===== src/rtl/fetch_pkg.sv =====
// Shared types and constants for the instruction fetch front end.
package fetch_pkg;

  localparam int XLEN = 32;

  localparam logic [XLEN-1:0] DEFAULT_RESET_PC  = 32'h0000_0000;
  localparam logic [XLEN-1:0] DEFAULT_HALT_WORD = 32'hFFFF_FFFF;

  typedef enum logic [1:0] {
    IDLE  = 2'b00,
    FETCH = 2'b01,
    HALT  = 2'b10
  } fetch_state_e;

  typedef struct packed {
    logic [XLEN-1:0] pc;
    logic [XLEN-1:0] instr;
  } fetch_entry_t;

  // Word-align a byte address by clearing its two low bits.
  function automatic logic [XLEN-1:0] align_pc(input logic [XLEN-1:0] addr);
    return {addr[XLEN-1:2], 2'b00};
  endfunction

endpackage


===== src/rtl/fetch_controller_if.sv =====
// Instruction-memory and decode-side handshake bundle of the fetch controller.
// master: the fetch controller; slave: memory plus decode consumer.
interface fetch_controller_if;
  import fetch_pkg::*;

  logic [XLEN-1:0] imem_addr;
  logic [XLEN-1:0] imem_data;
  logic            out_valid;
  logic            out_ready;
  logic [XLEN-1:0] out_pc;
  logic [XLEN-1:0] out_instr;

  modport master (
    output imem_addr,
    input  imem_data,
    output out_valid,
    input  out_ready,
    output out_pc,
    output out_instr
  );

  modport slave (
    input  imem_addr,
    output imem_data,
    input  out_valid,
    output out_ready,
    input  out_pc,
    input  out_instr
  );

endinterface


===== src/rtl/fetch_queue.sv =====
// Synchronous FIFO of fetched {pc, instr} entries. Flush wins over push/pop.
// A push while full is accepted only together with a pop; the write then
// lands in the slot being vacated by the head.
module fetch_queue
  import fetch_pkg::*;
#(
  parameter int DEPTH = 4,
  localparam int PTR_W = (DEPTH > 1) ? $clog2(DEPTH) : 1,
  localparam int CNT_W = $clog2(DEPTH + 1)
) (
  input  logic             clk,
  input  logic             rst,
  input  logic             flush,
  input  logic             push,
  input  fetch_entry_t     push_data,
  input  logic             pop,
  output fetch_entry_t     head,
  output logic [CNT_W-1:0] count,
  output logic             full,
  output logic             empty
);

  fetch_entry_t     mem_r [DEPTH];
  logic [PTR_W-1:0] wr_ptr_r;
  logic [PTR_W-1:0] rd_ptr_r;
  logic [CNT_W-1:0] count_r;
  logic             pop_eff_s;
  logic             push_eff_s;

  assign full       = (count_r == CNT_W'(DEPTH));
  assign empty      = (count_r == CNT_W'(0));
  assign count      = count_r;
  assign pop_eff_s  = pop && !empty && !flush;
  assign push_eff_s = push && !flush && (!full || pop_eff_s);

  // Entry storage; no reset needed since occupancy gates every read.
  always_ff @(posedge clk) begin
    if (push_eff_s) begin
      mem_r[wr_ptr_r] <= push_data;
    end
  end

  // Pointers and occupancy, cleared by reset or flush.
  always_ff @(posedge clk) begin
    if (rst || flush) begin
      wr_ptr_r <= PTR_W'(0);
      rd_ptr_r <= PTR_W'(0);
      count_r  <= CNT_W'(0);
    end else begin
      if (push_eff_s) begin
        wr_ptr_r <= wr_ptr_r + PTR_W'(1);
      end
      if (pop_eff_s) begin
        rd_ptr_r <= rd_ptr_r + PTR_W'(1);
      end
      case ({push_eff_s, pop_eff_s})
        2'b10:   count_r <= count_r + CNT_W'(1);
        2'b01:   count_r <= count_r - CNT_W'(1);
        default: count_r <= count_r;
      endcase
    end
  end

  // Head presentation; reads zero while the queue is empty.
  always_comb begin
    head = '0;
    if (empty) begin
      head = '0;
    end else begin
      head = mem_r[rd_ptr_r];
    end
  end

endmodule


===== src/rtl/fetch_controller.sv =====
// Fetch controller: owns the fetch PC, drives the combinational instruction
// memory, queues {pc, instr} pairs and hands them to decode.
// Optional build macro FETCH_CTRL_PERF_EN adds perf_fetched / perf_stall.
module fetch_controller
  import fetch_pkg::*;
#(
  parameter logic [XLEN-1:0] RESET_PC  = DEFAULT_RESET_PC,
  parameter int              FQ_DEPTH  = 4,
  parameter logic [XLEN-1:0] HALT_WORD = DEFAULT_HALT_WORD
) (
  input  logic                           clk,
  input  logic                           rst,
  input  logic                           start,
  input  logic                           redirect_valid,
  input  logic [XLEN-1:0]                redirect_pc,
  fetch_controller_if.master             fif,
  output logic                           halted,
  output logic [$clog2(FQ_DEPTH+1)-1:0]  fq_count
`ifdef FETCH_CTRL_PERF_EN
  ,
  output logic [31:0]                    perf_fetched,
  output logic [31:0]                    perf_stall
`endif
);

  localparam int CNT_W = $clog2(FQ_DEPTH + 1);

  fetch_state_e     state_r;
  fetch_state_e     state_next_s;
  logic [XLEN-1:0]  pc_r;
  logic [XLEN-1:0]  pc_next_s;
  logic             halted_r;
  logic             push_s;
  logic             pop_s;
  logic             q_full_s;
  logic             q_empty_s;
  logic [CNT_W-1:0] q_count_s;
  fetch_entry_t     q_head_s;
  fetch_entry_t     push_entry_s;

  assign pop_s            = !q_empty_s && fif.out_ready;
  assign push_entry_s.pc    = pc_r;
  assign push_entry_s.instr = fif.imem_data;

  fetch_queue #(.DEPTH(FQ_DEPTH)) u_queue (
    .clk       (clk),
    .rst       (rst),
    .flush     (redirect_valid),
    .push      (push_s),
    .push_data (push_entry_s),
    .pop       (pop_s),
    .head      (q_head_s),
    .count     (q_count_s),
    .full      (q_full_s),
    .empty     (q_empty_s)
  );

  // Next-state, next-PC and push decision; redirect overrides every state.
  always_comb begin
    state_next_s = state_r;
    pc_next_s    = pc_r;
    push_s       = 1'b0;
    if (redirect_valid) begin
      state_next_s = FETCH;
      pc_next_s    = align_pc(redirect_pc);
    end else begin
      case (state_r)
        IDLE: begin
          if (start) begin
            state_next_s = FETCH;
          end else begin
            state_next_s = IDLE;
          end
        end
        FETCH: begin
          if (!q_full_s || pop_s) begin
            push_s    = 1'b1;
            pc_next_s = pc_r + 32'd4;
            if (fif.imem_data == HALT_WORD) begin
              state_next_s = HALT;
            end else begin
              state_next_s = FETCH;
            end
          end else begin
            state_next_s = FETCH;
          end
        end
        HALT:    state_next_s = HALT;
        default: state_next_s = IDLE;
      endcase
    end
  end

  // State, PC and halted flag registers.
  always_ff @(posedge clk) begin
    if (rst) begin
      state_r  <= IDLE;
      pc_r     <= RESET_PC;
      halted_r <= 1'b0;
    end else begin
      state_r  <= state_next_s;
      pc_r     <= pc_next_s;
      halted_r <= (state_next_s == HALT);
    end
  end

`ifdef FETCH_CTRL_PERF_EN
  logic [31:0] perf_fetched_r;
  logic [31:0] perf_stall_r;

  // Free-running event counters; only reset clears them.
  always_ff @(posedge clk) begin
    if (rst) begin
      perf_fetched_r <= 32'd0;
      perf_stall_r   <= 32'd0;
    end else begin
      if (push_s) begin
        perf_fetched_r <= perf_fetched_r + 32'd1;
      end
      if ((state_r == FETCH) && !redirect_valid && q_full_s && !pop_s) begin
        perf_stall_r <= perf_stall_r + 32'd1;
      end
    end
  end

  assign perf_fetched = perf_fetched_r;
  assign perf_stall   = perf_stall_r;
`endif

  assign fif.imem_addr = pc_r;
  assign fif.out_valid = !q_empty_s;
  assign fif.out_pc    = q_head_s.pc;
  assign fif.out_instr = q_head_s.instr;
  assign halted        = halted_r;
  assign fq_count      = q_count_s;

endmodule


===== src/flat_wrapper.sv =====
// flat-port wrapper written by rule: the top's interface ports become plain ports
module fetch_controller_flat import fetch_pkg::*;
#(
  parameter logic [XLEN-1:0] RESET_PC  = DEFAULT_RESET_PC,
  parameter int              FQ_DEPTH  = 4,
  parameter logic [XLEN-1:0] HALT_WORD = DEFAULT_HALT_WORD
)
  (clk, rst, start, redirect_valid, redirect_pc, halted, fq_count, fif_imem_addr, fif_imem_data, fif_out_valid, fif_out_ready, fif_out_pc, fif_out_instr);
  fetch_controller_if fif_i ();
  input  logic clk;
  input  logic rst;
  input  logic start;
  input  logic redirect_valid;
  input  logic [XLEN-1:0] redirect_pc;
  output logic halted;
  output logic [$clog2(FQ_DEPTH+1)-1:0] fq_count;
  output wire logic [$bits(fif_i.imem_addr)-1:0] fif_imem_addr;
  input wire logic [$bits(fif_i.imem_data)-1:0] fif_imem_data;
  output wire logic [$bits(fif_i.out_valid)-1:0] fif_out_valid;
  input wire logic [$bits(fif_i.out_ready)-1:0] fif_out_ready;
  output wire logic [$bits(fif_i.out_pc)-1:0] fif_out_pc;
  output wire logic [$bits(fif_i.out_instr)-1:0] fif_out_instr;
  assign fif_imem_addr = fif_i.imem_addr;
  assign fif_i.imem_data = fif_imem_data;
  assign fif_out_valid = fif_i.out_valid;
  assign fif_i.out_ready = fif_out_ready;
  assign fif_out_pc = fif_i.out_pc;
  assign fif_out_instr = fif_i.out_instr;
  fetch_controller #(.RESET_PC(RESET_PC), .FQ_DEPTH(FQ_DEPTH), .HALT_WORD(HALT_WORD)) u_core (.clk(clk), .rst(rst), .start(start), .redirect_valid(redirect_valid), .redirect_pc(redirect_pc), .fif(fif_i), .halted(halted), .fq_count(fq_count));
endmodule

===== config.mk =====
export PLATFORM = sky130hd
export DESIGN_NAME = fetch_controller_flat
export DESIGN_NICKNAME = d
export VERILOG_FILES = /design/src/rtl/fetch_pkg.sv /design/src/rtl/fetch_controller_if.sv /design/src/rtl/fetch_queue.sv /design/src/rtl/fetch_controller.sv /design/src/flat_wrapper.sv
export SDC_FILE = /design/constraint.sdc
export NUM_CORES = 1
export LEC_CHECK = 0
export CORE_MARGIN = 2
export CORE_UTILIZATION = 55
export CTS_BUF_LIST = sky130_fd_sc_hd__clkbuf_8
export CTS_CLUSTER_SIZE = 28
export DETAILED_ROUTE_END_ITERATION = 12
export MAX_ROUTING_LAYER = met4
export PLACE_DENSITY = 0.8
export RECOVER_POWER = 25
export SKIP_LAST_GASP = 1
export SLEW_MARGIN = 10
export SYNTH_ARGS = -nofsm -noshare
export SYNTH_HDL_FRONTEND = slang
export SYNTH_HIERARCHICAL = 1
export SYNTH_SLANG_ARGS = --single-unit
export TNS_END_PERCENT = 100

===== constraint.sdc =====
create_clock -name clk -period 5.5 [get_ports clk]
set_input_delay 1.1 -clock clk [delete_from_list [all_inputs] [get_ports clk]]
set_output_delay 1.1 -clock clk [all_outputs]
set_load 0.02 [all_outputs]

# Yosys cells after proc, flatten, opt, wreduce, memory -nomap -nowiden
# Memory sizes are Yosys's and may differ from the RTL's. A register that Yosys moved wholly into a read port is not among the register bits.
# Index checks and enable logic that the tools add are counted.
[word_totals] ff_bits=42 ram_bits=256 inputBits=69 output_inout_bits=101 word_cells=56 n_memories=1
[mem_list] memory="u_core.u_queue.mem_r" depth=4 word_bits=64 rd=1 rd_ports_with_merged_regs=1 wr=1 line_no="fetch_queue.sv:23" source="fetch_entry_t mem_r [DEPTH];"
[op_classes] addsub=5 eq_ne=7 mux=17 reduce_logical=19
[op_table] operator="two-way mux 32 bit" n=3
[op_table] operator="two-way mux 64 bit" n=1
[op_table] operator="adder 32 x 3 -> 32 bit, second input constant" n=1
[op_table] operator="== test 32 bit, second input constant" n=1
[op_table] operator="two-way mux 2 bit" n=5
[op_table] operator="== test 2 bit, second input constant" n=3
[op_table] operator="two-way mux 1 bit" n=6
[op_table] operator="one-hot mux 2 bit (3 select lines)" n=1
[op_table] operator="one-hot mux 3 bit (2 select lines)" n=1
[op_table] operator="nonzero test 2 bit" n=3
[op_table] operator="logical AND 1 bit" n=5
[op_table] operator="adder 2 x 1 -> 2 bit, second input constant" n=2
[op_table] operator="== test 2 x 1 -> 1 bit, second input constant" n=2
[op_table] operator="AND reduction 2 bit" n=2
[op_table] operator="adder 3 x 1 -> 3 bit, second input constant" n=1
[op_table] operator="== test 3 bit, second input constant" n=1
[op_table] operator="zero test 1 bit" n=3
[op_table] operator="zero test 3 bit" n=1
[op_table] operator="logical OR 1 bit" n=3
[op_table] operator="subtractor 3 x 1 -> 3 bit, second input constant" n=1
[op_table] operator="zero test 2 bit" n=1
[op_table] operator="OR reduction 2 bit" n=1

# Depth between registers and ports, before layout
# Gate-level depths: netlist of the first run.
[logic_depth] ltp_word=11 ltp_mapped=15

# Cells and area by module
# The synthesis of the first run kept the hierarchy.
[by_module_without_submodules] mod="fetch_queue" n_inst=1 cells_per_inst=466 area_each_um2=10248.6 seq_area_each_um2=7867.5
[by_module_without_submodules] mod="fetch_controller" n_inst=1 cells_per_inst=232 area_each_um2=1885.6 seq_area_each_um2=660.6

# Worst setup path after synthesis of the first run
# No wires, ideal clock.
[synth_timing] path_type="register to register" start="register u_core.u_queue.count_r[0], in the netlist u_core/u_queue/count[0]" end="memory u_core/u_queue/mem_r[0][0] (netlist name) (enable)" arrival_ns=3.839 t_required_ns=5.071 slack_ns=1.232 stages_incl_launch_ff=11 path_buffers=3 synth_period_minus_slack_ns=4.268 cell_sequence="dfxtp_1 or3_1 buf_2 clkbuf_1 inv_1 nand2b_1 clkbuf_1 a21oi_1 and2_1 o211a_4 and2_1"
[synth_via] elab_chain_len=11
[synth_rtl] item="from (decl)" line_no="fetch_queue.sv:26" source="logic [CNT_W-1:0] count_r;"
[synth_rtl] item="from (signal assigned)" line_no="fetch_queue.sv:57" source="2'b10: count_r <= count_r + CNT_W'(1);"
[synth_rtl] item="from (signal assigned)" line_no="fetch_queue.sv:58" source="2'b01: count_r <= count_r - CNT_W'(1);"
[synth_rtl] item="from (signal assigned)" line_no="fetch_queue.sv:59" source="default: count_r <= count_r;"
[synth_rtl] item="zero test 3 bit" line_no="fetch_queue.sv:31" source="assign empty = (count_r == CNT_W'(0));"
[synth_rtl] item="net u_core.q_empty_s" line_no="fetch_controller.sv:36" source="logic q_empty_s;"
[synth_rtl] item="zero test 1 bit" line_no="fetch_controller.sv:41" source="assign pop_s = !q_empty_s && fif.out_ready;"
[synth_rtl] item="logical AND 1 bit" line_no="fetch_controller.sv:41"
[synth_rtl] item="logical OR 1 bit" line_no="fetch_controller.sv:76" source="if (!q_full_s || pop_s) begin"
[synth_rtl] item="two-way mux 1 bit" line_no="fetch_controller.sv:76"
[synth_rtl] item="two-way mux 1 bit" line_no="fetch_controller.sv:67" source="case (state_r)"
[synth_rtl] item="two-way mux 1 bit" line_no="fetch_controller.sv:63" source="if (redirect_valid) begin"
[synth_rtl] item="net u_core.push_s" line_no="fetch_controller.sv:33" source="logic push_s;"
[synth_rtl] item="logical AND 1 bit (2 in a row)" line_no="fetch_queue.sv:34" source="assign push_eff_s = push && !flush && (!full || pop_eff_s);"
[synth_rtl] item="two-way mux 1 bit" line_no="fetch_queue.sv:38" source="if (push_eff_s) begin"
[synth_rtl] item="two-way mux 1 bit (implied by the code)" line_no="fetch_queue.sv:39" source="mem_r[wr_ptr_r] <= push_data;"
[synth_rtl] item="to (decl)" line_no="fetch_queue.sv:23"
# The timed path passes the listed nets, and every way through them passes these cells.

==> results of run 1 <==
-- critical path, stage by stage (launching register included) --
cell and delay (ps):
dfxtp_4 860, buf_12 340, mux4_2 530, and2_1 190
clkdlybuf4s50_1 540
-- kinds of logic (layout without fill, tap and decap cells) --
family | Yosys count | in the layout | synth area share [%]
simple gates | 189 | 189 | 8.930
xor+xnor | 24 | 24 | 1.794
buf+inv | 53 | 274 | 2.464
other cells | 1 | 12 | 0.03090
fa+ha+maj | 6 | 6 | 0.6806
compound gates | 60 | 60 | 3.671
flops | 298 | 298 | 70.28
mux | 67 | 67 | 12.15
-- area by class of cell --
type / count / area, µm² / share of cell area [%]
antenna: 2 / 5.005 / 0.03360
clock buffer: 48 / 660.6 / 4.435
clock inverter: 36 / 171.4 / 1.151
inverter: 15 / 56.30 / 0.3780
multi-input combinational: 356 / 3352 / 22.50
sequential: 298 / 8536 / 57.30
tap: 280 / 350.3 / 2.352
timing repair buffer: 175 / 1764 / 11.84
-- state kept, by name (all words and copies together) (netlist names), named ones only --
signal,flops
u_core/fif.imem_addr,30
u_core/halted,1
u_core/state_r,2
u_core/u_queue/count,3
u_core/u_queue/mem_r,256
u_core/u_queue/rd_ptr_r,2
u_core/u_queue/wr_ptr_r,2
-- worst min path at each step --
stage / start / to / slack, ps / cells past startpoint
5_1_grt: u_core/fif.imem_addr[19]$_SDFFE_PP0P_ / u_core/u_queue/mem_r[1][51]$_DFFE_PP_ / 580 / 0
6_report: u_core/u_queue/rd_ptr_r[1]$_SDFFE_PP0P_ / u_core/u_queue/rd_ptr_r[1]$_SDFFE_PP0P_ / 550 / 2
3_5_place_dp: u_core/u_queue/count[2]$_SDFFE_PP0P_ / u_core/u_queue/count[2]$_SDFFE_PP0P_ / 550 / 2
2_1_floorplan: u_core/u_queue/rd_ptr_r[1]$_SDFFE_PP0P_ / register / 480 / 2
3_3_place_gp: u_core/u_queue/rd_ptr_r[1]$_SDFFE_PP0P_ / register / 500 / 2
4_1_cts: u_core/fif.imem_addr[19]$_SDFFE_PP0P_ / u_core/u_queue/mem_r[0][51]$_DFFE_PP_ / 560 / 0
-- power by group --
group          switching (mW)  internal, mW
Combinational           0.107         0.106
Sequential             0.0405          2.49
Clock                   0.797         0.856
-- synthesized netlist by cell type (all sizes together), types with 4 or more instances --
cell,number,area share (%)
edfxtp,256,63
and2,70,3.6
mux4,64,12
dfxtp,42,6.9
nor2,32,0.99
nand2,24,0.80
buf,23,1.5
nand4,21,1.1
xor2,18,1.4
a211oi,17,1.2
clkbuf,15,0.46
inv,15,0.46
nand3,14,0.66
a21oi,11,0.45
o21bai,7,0.43
a311oi,6,0.43
xnor2,6,0.43
ha,5,0.52
o21ai,5,0.21
or3,5,0.27
or4,5,0.31
a31oi,4,0.21
o31ai,4,0.25
-- per-stage QoR --
stage	hold slack [ps]	cells
4_1_cts	555.5	1208
3_3_place_gp	500.9	1124
6_report	550.3	1210
5_1_grt	577.7	1210
3_5_place_dp	546.7	1124
2_1_floorplan	484.7	707
-- layer usage --
layer  wire [µm]  part of all wire (%)  up-vias  global-route usage, %
li1            -                     -     3123                      -
met1       10420                    42     3409                  30.17
met4         511                   2.0        0                  6.129
met2       11960                    48      303                  35.35
met5           0                     0        -                      -
met3        2035                   8.2       44                  4.920
==> impl_metrics.csv, run 1 <==
group,metric,value,unit
yosys,netlist_area,12130,µm²
pwr,vdd_drop_max,0.0001987,V
setup_path,crit_arrival,3010,ps
setup_path,cp_max_fo,36,
finish,layout_commonest_cell,"edfxtp_1",
drt,routed_via_density,5.685,
drt,num_vias,6879,
global_route,antenna_found_initial,2,
sta,period_share,74.67,%
yosys,syn_inst,698,
setup_path,critPathCapture,"fif_out_instr[1]",
setup_path,path_class,"register to primary output",
clocking,clkLatencyLatePin,550,ps
die,die_h,152.5,µm
yosys,synthFlopType,"edfxtp_1",
drt,drtIter0Drc,485,
setup_path,rrSetupSlack,1940,ps
die,ios,170,
place,dp_hpwl,15.08,mm
sta,hold_viol,0,
yosys,ys_ff_latch,298,
yosys,async_reset_ff_share,0,%
place,globalplace.congestion,0.7780,
sta,final.setup.tns,0,ps
drt,remaining_drc_errors,0,
global_route,grt_max_degree,69,
clocking,cts-resized-gates,0,
sta,relSlewSlack,30.77,%
sta,rsz0062_at_grt,"false",
outcome,status,"finished, final reports clean",
clocking,cts_buffers,46,
sta,drv_slew,0,
sta,skew,26.49,ps
clocking,cts.sinks,298,
global_route,grt-ovfl-total,0,
sta,finalWorstSetupSlack,1393,ps
pwr,power_density,295.0,nW/µm²
sta,setup_viol,0,
yosys,avgSynthCellArea,17.38,µm²
global_route,first_global_vias,7171,
yosys,ys_seq_area_share,70.28,%
drt,wl,24.93,mm
yosys,synthDistinctLibCells,53,
finish,drive_above_1_share,16.70,%
finish,fillCellCount,1480,
place,placed_cell_area,14060,µm²
die,rows,54,
global_route,grt_pass1_wl,39.38,mm
clocking,root_buffer,"clkbuf_8",
global_route,grt.total_usage,22.43,%
place,port-buffer-count,165,
finish,final_util,68.47,%
die,die_w,152.5,µm
job,drv_cap,0,
die,coreArea,21760,µm²
die,start_util,55.77,%
yosys,yosys_warnings,6,
sta,fmax,0.2435,GHz
finish,fin_area,14900,µm²
die,dieArea,23270,µm²
clocking,clk_pin_slew,60,ps
drt,antenna_left,0,
setup_path,crit-reg2reg-launch,"u_core/u_queue/count[0]$_SDFFE_PP0P_",
setup_path,r2r-end,"u_core/u_queue/mem_r[2][59]$_DFFE_PP_",
yosys,synth-edff-count,256,
clocking,postCtsSetupRepairBufs,0,
setup_path,reg2regPathDepth,8,
setup_path,setup.worst_path.end_class,"primary output",
place,pre_cts_slack,1190,ps
sta,worst_pin_slew,1032,ps
clocking,cts.path.max_buffers,3,
sta,final.min_clock_period,4107,ps
setup_path,worstPathRequired,4400,ps
finish,area_growth,22.76,%
finish,final_cell_mix,"edfxtp_1, clkdlybuf4s50_1, and2_1",
pwr,p_total,4.394,mW
clocking,cts_tree,"yes",
setup_path,worstSetupStartpointType,"register",
pwr,p_leak,4.874,nW
hold_path,hold_path.class,"register to register",
drt,first_pass_iters,7,
clocking,cts_max_level,2,
clocking,cts_hold_buf,0,
finish,nNetsFinal,967,
drt,routedWlPerCell,20.60,µm
Power figures use the tool's default switching activity.
==> run 2, diff against run 1 <==
--- a/config.mk
+++ b/config.mk
@@ -6,12 +6,12 @@
 export NUM_CORES = 1
 export LEC_CHECK = 0
 export CORE_MARGIN = 2
-export CORE_UTILIZATION = 55
+export CORE_UTILIZATION = 51
 export CTS_BUF_LIST = sky130_fd_sc_hd__clkbuf_8
 export CTS_CLUSTER_SIZE = 28
 export DETAILED_ROUTE_END_ITERATION = 12
 export MAX_ROUTING_LAYER = met4
-export PLACE_DENSITY = 0.8
+export PLACE_DENSITY = 0.78
 export RECOVER_POWER = 25
 export SKIP_LAST_GASP = 1
 export SLEW_MARGIN = 10
==> constraint.sdc (replaced) <==
create_clock -name clk -period 3.45 [get_ports clk]
set_input_delay 0.69 -clock clk [delete_from_list [all_inputs] [get_ports clk]]
set_output_delay 0.69 -clock clk [all_outputs]
set_load 0.02 [all_outputs]
==> impl_metrics.csv, run 2 (same netlist as run 1, synthesis figures left out) <==
group,metric,value,unit
setup_path,setup.worst_path.end_class,"primary output",
place,placed_cell_area,14340,µm²
setup_path,cp_slowest_cell,"clkdlybuf4s50_1",
pwr,vdd_drop_max,0.0002770,V
global_route,grt.busiest_layer,"met2",
setup_path,path_delay_family,"buffers and inverters",
sta,setup_viol,0,
place,dp_hpwl,15.70,mm
finish,nNetsFinal,985,
finish,drive_above_1_share,18.10,%
setup_path,cp_max_fo,9,
sta,relSlewSlack,43.57,%
sta,drv_slew,0,
clocking,cts_max_level,2,
place,globalplace.congestion,0.8036,
sta,skew,19.83,ps
die,dieArea,25040,µm²
setup_path,worstPathRequired,2760,ps
global_route,first_global_vias,6966,
setup_path,crit_arrival,2510,ps
clocking,clkLatencyLatePin,540,ps
sta,final.min_clock_period,3199,ps
setup_path,cp.depth,4,
sta,finalWorstSetupSlack,250.9,ps
clocking,cts_buffers,47,
drt,antenna_left,0,
job,drv_cap,0,
clocking,clk_pin_slew,60,ps
setup_path,critPathCapture,"fif_out_pc[2]",
die,die_w,158.2,µm
hold_path,hold_path.class,"register to register",
clocking,cts.sinks,298,
die,start_util,51.85,%
die,rows,56,
setup_path,r2r-end,"u_core/u_queue/count[2]$_SDFFE_PP0P_",
finish,fin_area,15190,µm²
setup_path,reg2regPathDepth,12,
finish,fillCellCount,1719,
setup_path,path_class,"register to primary output",
clocking,root_buffer,"clkbuf_8",
finish,final_util,64.91,%
die,coreArea,23400,µm²
die,die_h,158.2,µm
global_route,use_met1,28.56,%
drt,remaining_drc_errors,0,
clocking,cts.path.max_buffers,3,
clocking,cts_tree,"yes",
setup_path,crit-reg2reg-launch,"u_core/u_queue/count[1]$_SDFFE_PP0P_",
global_route,grt-ovfl-total,0,
place,port-buffer-count,165,
finish,stdcell_count,1265,
outcome,status,"finished, final reports clean",
sta,rsz0062_at_grt,"false",
place,pre_cts_slack,441.0,ps
drt,routedWlPerCell,19.82,µm
global_route,antenna_found_initial,1,
sta,fmax,0.3126,GHz
finish,regMostFlops,"u_core/u_queue/mem_r",
setup_path,worstSetupStartpointType,"register",
pwr,p_leak,5.006,nW
place,place_inst,1179,
global_route,grt_max_degree,69,
clocking,cts_hold_buf,0,
pwr,power_density,464.0,nW/µm²
drt,first_pass_iters,5,
setup_path,rrSetupSlack,560,ps
global_route,use_met2,33.08,%
setup_path,crit_chain,"buf_4 > mux4_2 > and2_1 > clkdlybuf4s50_1",
global_route,grt_pass1_wl,38.58,mm
drt,drtIter0Drc,446,
global_route,grt.total_usage,21.02,%
finish,area_growth,25.18,%
drt,wl,25.07,mm
global_route,grt_use_met3,4.572,%
drt,routed_via_density,5.476,
setup_path,slowest_delay,610,ps
drt,num_vias,6927,
sta,worst_pin_slew,838.7,ps
finish,largest_reg_flops,256,
sta,period_share,92.73,%
sta,hold_viol,0,
die,ios,170,
finish,final_cell_mix,"edfxtp_1, clkdlybuf4s50_1, and2_1",
finish,layout_commonest_cell,"edfxtp_1",
setup_path,crit_buf_inv,2,
[run 2: cell types whose count changed in the layout (fill, tap and decap cells not counted), sizes merged]
cell,previous run,this run
buf,10,25
clkinv,17,11
clkbuf,48,52
inv,33,37
clkdlybuf4s50,151,154
dlygate4sd3,14,11
diode,2,1
[run 2: per-stage QoR]
stage	hold slack, ps	power (mW)	TNS [ps]
floorplan	484.7	4.237	-31710
global placement	500.4	4.442	0
detailed placement	517.5	4.453	0
CTS	521.7	7.121	0
global route	565.5	7.310	0
finish	508.2	7.049	0
[run 2: worst min-delay path, stage by stage (launching register included)]
cell and delay (ps):
dfxtp_1 320, xor2_1 60, nor2_1 100
[run 2: worst min-delay path by stage]
stage	slack, ps	to	from	cells past startpoint
2_1_floorplan	480	register	u_core/u_queue/rd_ptr_r[1]$_SDFFE_PP0P_	2
3_3_place_gp	500	register	u_core/u_queue/rd_ptr_r[1]$_SDFFE_PP0P_	2
5_1_grt	570	u_core/u_queue/mem_r[1][51]$_DFFE_PP_	u_core/fif.imem_addr[19]$_SDFFE_PP0P_	0
3_5_place_dp	520	register	u_core/u_queue/rd_ptr_r[1]$_SDFFE_PP0P_	2
4_1_cts	520	register	u_core/u_queue/rd_ptr_r[1]$_SDFFE_PP0P_	2
6_report	510	register	u_core/u_queue/rd_ptr_r[1]$_SDFFE_PP0P_	2
[run 2: area by class of cell]
class	count	area [µm²]	share of cell area, %
multi-input combinational	356	3352	22.07
antenna	1	2.502	0.01647
clock buffer	50	688.2	4.530
tap	319	399.1	2.628
inverter	15	56.30	0.3707
sequential	298	8536	56.19
clock inverter	34	158.9	1.046
timing repair buffer	192	1997	13.15
[run 2: routing by layer]
metal | vias up | part of all wire [%]
li1 | 3152 | -
met1 | 3460 | 43
met2 | 282 | 49
met3 | 33 | 7.3
met4 | 0 | 1.0
met5 | - | 0
[run 2: what timing repair did]
| item | in CTS | in global routing |
|---|---|---|
| buffers inserted | 1 | 0 |
| endpoints found under the hold margin | 0 | 0 |
| endpoints found under the setup margin | 2 | 0 |
| resized for setup | 0 | 0 |
[run 2: where the power goes]
part / switching [mW] / leakage, nW / internal, mW
clock: 1.27 / 0.517 / 1.40
sequential: 0.0590 / 2.67 / 3.97
combinational: 0.174 / 1.82 / 0.175
total: 1.50 / 5.01 / 5.54
==> run 3, diff against run 2 <==
--- a/config.mk
+++ b/config.mk
@@ -12,7 +12,6 @@
 export DETAILED_ROUTE_END_ITERATION = 12
 export MAX_ROUTING_LAYER = met4
 export PLACE_DENSITY = 0.78
-export RECOVER_POWER = 25
 export SKIP_LAST_GASP = 1
 export SLEW_MARGIN = 10
 export SYNTH_ARGS = -nofsm -noshare
==> constraint.sdc (replaced) <==
create_clock -name clk -period 3.45 [get_ports clk]
set_input_delay 0.69 -clock clk [delete_from_list [all_inputs] [get_ports clk]]
set_output_delay 0.69 -clock clk [all_outputs]
set_load 0.05 [all_outputs]
==> impl_metrics.csv, run 3 (same netlist as run 1, synthesis figures left out) <==
group,metric,value,unit
drt,first_pass_iters,4,
finish,fillCellCount,1702,
finish,layout_commonest_cell,"edfxtp_1",
die,start_util,51.85,%
job,drv_cap,0,
drt,wl,25.55,mm
global_route,grt_pass1_wl,38.96,mm
finish,stdcell_count,1264,
hold_path,worstHoldStart,"u_core/u_queue/rd_ptr_r[1]$_SDFFE_PP0P_",
setup_path,cp_max_fo,36,
pwr,p_leak,5.254,nW
sta,skew,20.24,ps
global_route,grt_max_degree,54,
sta,relSlewSlack,46.77,%
die,ios,170,
setup_path,worstPathRequired,2760,ps
setup_path,r2r-end,"u_core/u_queue/count[2]$_SDFFE_PP0P_",
place,port-buffer-count,165,
drt,remaining_drc_errors,0,
outcome,status,"finished, final reports clean",
setup_path,worstSetupStartpointType,"register",
place,globalplace.congestion,0.8079,
drt,drtIter0Drc,556,
setup_path,crit-reg2reg-launch,"u_core/u_queue/count[1]$_SDFFE_PP0P_",
drt,routedWlPerCell,20.21,µm
pwr,p_total,7.249,mW
setup_path,setup.worst_path.end_class,"primary output",
setup_path,cp_slowest_cell,"clkdlybuf4s50_1",
pwr,power_density,478.2,nW/µm²
setup_path,rrSetupSlack,420,ps
die,rows,56,
setup_path,crit_chain,"or3_2 > buf_12 > and2_1 > clkdlybuf4s50_1",
setup_path,path_class,"register to primary output",
setup_path,crit_arrival,2650,ps
clocking,clk_pin_slew,60,ps
setup_path,reg2regPathDepth,12,
finish,nNetsFinal,982,
die,dieArea,25040,µm²
clocking,clkLatencyLatePin,550,ps
drt,routed_via_density,5.492,
sta,final.min_clock_period,3340,ps
clocking,cts_max_level,2,
place,place_inst,1176,
sta,setup_viol,0,
sta,fmax,0.2994,GHz
finish,final_cell_mix,"edfxtp_1, clkdlybuf4s50_1, and2_1",
global_route,first_global_vias,7026,
sta,drv_slew,0,
sta,period_share,96.82,%
place,dp_hpwl,15.81,mm
die,die_w,158.2,µm
finish,regMostFlops,"u_core/u_queue/mem_r",
setup_path,slowest_delay,710,ps
die,die_h,158.2,µm
clocking,cts_buffers,47,
sta,hold_viol,0,
clocking,cts_hold_buf,0,
sta,final.setup.tns,0,ps
finish,diodes,0,
sta,rsz0062_at_grt,"false",
finish,drive_above_1_share,19.26,%
clocking,cts.path.max_buffers,3,
finish,area_growth,24.91,%
drt,num_vias,6942,
sta,worst_pin_slew,791.2,ps
die,coreArea,23400,µm²
hold_path,min_path_cells,2,
clocking,root_buffer,"clkbuf_8",
finish,largest_reg_flops,256,
drt,antenna_left,0,
global_route,antenna_found_initial,0,
clocking,cts_tree,"yes",
global_route,grt-ovfl-total,0,
hold_path,hold_path.class,"register to register",
pwr,vdd_drop_max,0.0004118,V
clocking,cts.sinks,298,
global_route,grt.total_usage,21.33,%
run 3: cell count changes in the layout (fill, tap and decap cells not counted), sizes merged:
| cell | before | now |
|---|---|---|
| dlygate4sd3 | 11 | 0 |
| dlymetal6s2s | 0 | 1 |
| dlygate4sd2 | 0 | 51 |
| clkinv | 11 | 23 |
| clkdlybuf4s50 | 154 | 109 |
| bufinv | 1 | 2 |
| inv | 37 | 26 |
| diode | 1 | 0 |
| clkbuf | 52 | 50 |
| clkinvlp | 0 | 1 |
| buf | 25 | 28 |
run 3: critical path: cells and delay by family, from the launching register on:
kind,cells,cell delay [ps]
flops,1,360
simple gates,2,800
buf+inv,2,940
run 3: report_power, final:
group	internal (mW)	total [mW]	switching (mW)
Combinational	0.173	0.415	0.242
Sequential	3.97	4.03	0.0631
Clock	1.49	2.81	1.31
run 3: worst max-delay path by stage:
stage                                            end  depth (start not counted)                                  from
6_report                              fif_out_pc[22]                          4  u_core/u_queue/count[1]$_SDFFE_PP0P_
5_1_grt                               fif_out_pc[16]                          4  u_core/u_queue/count[1]$_SDFFE_PP0P_
4_1_cts                               fif_out_pc[16]                          4                              register
3_5_place_dp   u_core/u_queue/mem_r[0][58]$_DFFE_PP_                          7                         fif_out_ready
3_3_place_gp   u_core/u_queue/mem_r[0][56]$_DFFE_PP_                          7                         fif_out_ready
2_1_floorplan   u_core/u_queue/mem_r[1][0]$_DFFE_PP_                         10  u_core/u_queue/count[2]$_SDFFE_PP0P_
run 3: metrics by stage:
step	hold slack [ps]	setup slack, ps	instance area, µm²	util [%]
finish	522.3	109.9	15160	64.77
global route	571.7	3.373	15160	64.77
CTS	531.0	51.77	15140	64.69
detailed placement	520.0	446.8	14310	61.15
global placement	501.8	497.2	14310	61.15
floorplan	484.7	24.05	12180	-
run 3: area by class of cell:
type	count	area, µm²	area share [%]
Sequential cell	298	8538	56.33
Multi-Input combinational cell	356	3352	22.11
Timing Repair Buffer	189	1918	12.65
Clock buffer	50	688.2	4.540
Tap cell	319	399.1	2.633
Clock inverter	37	205.2	1.354
Inverter	15	56.30	0.3715
run 3: timing repair:
action / in CTS / in global routing
buffers inserted: 0 / 1
setup endpoints to repair: 51 / 3
gates resized for setup: 51 / 1
cloned: 0 / 0
run 3: layer usage:
| metal | part of all wire (%) | global-route usage (%) |
|---|---|---|
| met2 | 47 | 33.25 |
| met1 | 44 | 29.16 |
| met4 | 1.6 | 5.277 |
| met3 | 7.6 | 4.544 |
| met5 | 0 | - |
